**src/rtl/sumador_arbiter.sv**
```systemverilog
// Two-requester round-robin front end for a single sumador adder.
// Operands are latched at grant; the result and flags are registered and held until the consumer takes them.

module sumador #(
  parameter int n = 4
) (
  input  logic [n-1:0] a,
  input  logic [n-1:0] b,
  output logic [n-1:0] c,
  output logic [3:0]   banderas
);
  logic [n:0] w_sum;

  assign w_sum = {1'b0, a} + {1'b0, b};
  assign c     = w_sum[n-1:0];
  // {N,Z,C,V}: V reports unsigned overflow, so it mirrors the carry out
  assign banderas = {w_sum[n-1], (w_sum[n-1:0] == '0), w_sum[n], w_sum[n]};
endmodule

module sumador_arbiter #(
  parameter int N = 4
) (
  input  logic         clk,
  input  logic         rst_n,
  input  logic         req0_valid,
  input  logic [N-1:0] req0_a,
  input  logic [N-1:0] req0_b,
  output logic         req0_ready,
  input  logic         req1_valid,
  input  logic [N-1:0] req1_a,
  input  logic [N-1:0] req1_b,
  output logic         req1_ready,
  output logic         res_valid,
  output logic [N-1:0] res_data,
  output logic [3:0]   res_flags,
  output logic         res_id,
  input  logic         res_ready,
  output logic         busy
);
  typedef enum logic [1:0] {IDLE, EXEC, RESP} state_t;

  state_t       r_state;
  state_t       w_next;
  logic         w_accept;
  logic         w_sel1;
  logic         r_prio;
  logic         r_id;
  logic [N-1:0] r_a;
  logic [N-1:0] r_b;
  logic [N-1:0] r_data;
  logic [3:0]   r_flags;
  logic [N-1:0] w_c;
  logic [3:0]   w_flags;

  sumador #(.n(N)) u_sumador (
    .a        (r_a),
    .b        (r_b),
    .c        (w_c),
    .banderas (w_flags)
  );

  // r_prio = 1 means req1 wins a tie; it only moves when a result is consumed
  always_comb begin
    w_next   = r_state;
    w_accept = 1'b0;
    w_sel1   = 1'b0;
    case (r_state)
      IDLE: begin
        if (req0_valid || req1_valid) begin
          w_accept = 1'b1;
          w_sel1   = req1_valid && (!req0_valid || r_prio);
          w_next   = EXEC;
        end
      end
      EXEC:    w_next = RESP;
      RESP:    if (res_ready) w_next = IDLE;
      default: w_next = IDLE;
    endcase
  end

  always_ff @(posedge clk or negedge rst_n) begin
    if (!rst_n) r_state <= IDLE;
    else        r_state <= w_next;
  end

  always_ff @(posedge clk or negedge rst_n) begin
    if (!rst_n) begin
      r_a     <= '0;
      r_b     <= '0;
      r_id    <= 1'b0;
      r_prio  <= 1'b0;
      r_data  <= '0;
      r_flags <= '0;
    end else begin
      if (w_accept) begin
        r_a  <= w_sel1 ? req1_a : req0_a;
        r_b  <= w_sel1 ? req1_b : req0_b;
        r_id <= w_sel1;
      end
      if (r_state == EXEC) begin
        r_data  <= w_c;
        r_flags <= w_flags;
      end
      if (r_state == RESP && res_ready) r_prio <= ~r_id;
    end
  end

  assign req0_ready = w_accept && !w_sel1;
  assign req1_ready = w_accept && w_sel1;
  assign res_valid  = (r_state == RESP);
  assign res_data   = r_data;
  assign res_flags  = r_flags;
  assign res_id     = r_id;
  assign busy       = (r_state != IDLE);
endmodule

```
**config.mk**
```make
export PLATFORM = sky130hd
export DESIGN_NAME = sumador_arbiter
export DESIGN_NICKNAME = d
export VERILOG_FILES = /design/src/rtl/sumador_arbiter.sv
export SDC_FILE = /design/constraint.sdc
export NUM_CORES = 1
export LEC_CHECK = 0
export ABC_AREA = 0
export BUFFER_PORTS_ARGS = -buffer_cell sky130_fd_sc_hd__buf_4
export CORE_MARGIN = 2
export CORE_UTILIZATION = 47
export CTS_CLUSTER_SIZE = 14
export DETAILED_ROUTE_END_ITERATION = 12
export MAX_ROUTING_LAYER = met4
export PLACE_DENSITY = 0.79
export SKIP_CTS_REPAIR_TIMING = 1
export SYNTH_ARGS = -nofsm -noshare
export SYNTH_HDL_FRONTEND = slang
export SYNTH_SLANG_ARGS = --single-unit
```
**constraint.sdc**
```tcl
create_clock -name clk -period 3.5 [get_ports clk]
set_clock_uncertainty 0.1 [all_clocks]
set_input_delay 0.175 -clock clk [delete_from_list [all_inputs] [get_ports clk]]
set_output_delay 0.175 -clock clk [all_outputs]
set_load 0.01 [all_outputs]
```
==> impl_metrics.yaml <==
status:
  status: "finished clean"
clock_tree:
  clockBufferDepth: 2
  cts.sinks: 18
  numCtsBuffers: 3
  clk_latency_ns: 0.29
  htree_levels: 1
  clk_pin_slew_ns: 0.10
  cts_tree: "done"
  root_buffer: "clkbuf_4"
die:
  rows: 15
  core_um2: 1730
  die_area_um2: 2180
  start_util_pct: 49.5
  dieWidth_um: 46.6
  num_io_pins: 34
  fp.dieH_um: 46.6
synthesis:
  synth.net_count: 101
  synthDistinctLibCells: 23
  yosys_warnings: 0
  mappedNetlistArea_um2: 855
  ys_seq_elements: 18
  synth_area_leader_cell: "dfrtp_1"
  synth_top_area_share_pct: 52.7
  synthTopCellsByArea: "dfrtp_1, a222oi_1, ha_1"
  seq_area_frac_synth_pct: 52.7
  avgSynthCellArea_um2: 11.4
  synthCells: 75
detailed_routing:
  route.vias.total: 726
  drt-vias-per-instance: 5.26
  drc: 0
  routed_wl_um: 1920
  final_antenna_net_count: 0
  wire_per_inst_um: 13.9
  drt_iter0_drc: 34
  first_pass_iters: 5
sta:
  worst_slew_pin_slew_ns: 0.714
  final-setup-viol-count: 0
  clock.fmax_mhz: 495
  rsz0062_at_grt: "no"
  min_period_over_period_pct: 57.7
  hold_viol: 0
  final_max_slew_viol_count: 0
  fin_tns_setup_ns: 0
  slew-limit-headroom_pct: 52.1
  period_needed_ns: 2.02
job:
  cap_viol_max_count: 0
worst_setup_path:
  critPathMaxStageDelay_ns: 0.61
  critPathMaxFanout: 10
  crit_required_ns: 3.64
  crit_path_end_kind: "flop"
  crit_type: "flop to flop"
  critical_path.slowest_cell: "dlygate4sd3_1"
  start_kind: "flop"
  path_cells: "nor2_1 > and3_1 > a222oi_1 > dlygate4sd3_1 > inv_1"
  crit_arrival_ns: 2.16
layout:
  layout_commonest_cell: "buf_4"
  final_cell_mix: "buf_4, dfrtp_1, inv_1, a222oi_1, dlygate4sd3_1"
  final_layout_size_suffix_gt1_share_pct: 33.6
  area_delta_synth_final_pct: 39.7
  antenna_cells: 0
  nets: 140
  nFillCells: 155
  utilization_pct: 69.1
power_and_ir_drop:
  peakVddDrop_uv: 413
  p_leak_uw: 0.000651
  p_total_uw: 1020
  powerDensity_nw_per_um2: 858
global_route:
  grt_pass1_vias: 693
  grt_use_met3_pct: 2.75
  grt_max_degree: 19
  grt_overflow_total: 0
  grt_pass1_wl_um: 2820
  grt_usage_pct: 19.7
  grt.busiest_layer: "met2"
  gr-usage-met2_pct: 33.3
  met1_usage_pct: 21.2
  antenna_found_initial: 0
placement:
  place.gp.congestion: 0.772
  numPortBuffers: 33
  hpwl_um: 1410
min_path:
  hold_class: "input pin to flop"
worst max-delay path, delay by kind of cell, from the launching register on:
kind	cells	cell delay, ns
AO/OA/AOI/OAI	1	0.14
buffers and inverters	2	0.66
AND/OR/NAND/NOR	2	0.67
flip-flops	1	0.40
synth_stat cells:
| cell type | number |
|---|---|
| buf_4 | 2 |
| nand2_1 | 4 |
| a31oi_1 | 1 |
| nor4b_1 | 1 |
| fa_1 | 1 |
| a21oi_1 | 3 |
| mux2_1 | 2 |
| a21o_1 | 3 |
| a22o_1 | 1 |
| buf_2 | 2 |
| xnor2_1 | 1 |
| o21ai_1 | 2 |
| ha_1 | 4 |
| a222oi_1 | 8 |
| dfrtp_1 | 18 |
| inv_1 | 10 |
| xor2_1 | 1 |
| o21ai_0 | 3 |
| nand2b_1 | 3 |
| buf_6 | 1 |
| and3_1 | 2 |
| inv_2 | 1 |
| nor2_1 | 1 |
cells by family after synthesis:
kind of cell	Yosys count	synth area share, %
AOI/OAI and AO/OA	21	18.4
xor gates and xnor gates	2	2.05
adders and majority gates	5	8.20
buffers and inverters	16	9.08
DFF	18	52.7
muxes	2	2.64
and+or+nand+nor	11	6.88
final timing paths:
kind                                             start                        to  slack, ns  depth (start not counted)
worst min-delay path                         req1_a[2]        r_a[2]$_DFFE_PN0N_       0.01                          3
min in group asynchronous                        rst_n  res_flags[2]$_DFFE_PN0N_       0.18                          2
worst max register to register  r_state[1]$_DFFE_PN0P_        r_b[1]$_DFFE_PN0N_       1.48                          5
worst min register to register      res_id$_DFFE_PN0N_        r_prio$_DFFE_PN0P_       0.39                          1
worst max-delay path            r_state[1]$_DFFE_PN0P_        r_b[1]$_DFFE_PN0N_       1.48                          5
max in group asynchronous                        rst_n        res_id$_DFFE_PN0N_       2.93                          2
through the flow:
stage,std cells,worst slack [ns],hold WS [ns],instance area [um2]
after floorplan,75,1.85,-0.221,855
after global placement,128,1.78,-0.0504,1100
after detailed placement,128,1.73,-0.0456,1100
after CTS,132,1.68,-0.372,1130
after global routing,138,1.33,0.000336,1190
final,138,1.48,0.0140,1190
registers in the layout, indices dropped and copies added, names as in the netlist:
name and count:
res_id 1, r_a 4, r_b 4, r_prio 1
res_data 4, res_flags 2, r_state 2
final cells by class:
| cell class | instances | area, um2 | area share (%) |
|---|---|---|---|
| Inverter | 11 | 41.3 | 3.46 |
| Sequential cell | 18 | 450 | 37.7 |
| Clock buffer | 4 | 36.3 | 3.04 |
| Timing Repair Buffer | 39 | 308 | 25.8 |
| Tap cell | 25 | 31.3 | 2.62 |
| Multi-Input combinational cell | 41 | 327 | 27.4 |
routing by layer:
| metal | vias to the layer above | wire length (um) |
|---|---|---|
| li1 | 344 | - |
| met1 | 355 | 810 |
| met2 | 23 | 1010 |
| met3 | 4 | 68 |
| met4 | 0 | 27 |
| met5 | - | 0 |
report_power, final:
group          switching (uW)  leakage (uW)  internal [uW]  total (uW)
combinational             263      0.000408            265         529
clock                    61.9     0.0000210           63.4         125
sequential               65.0      0.000222            305         370
Note: power is estimated with default switching activity, not from simulation.
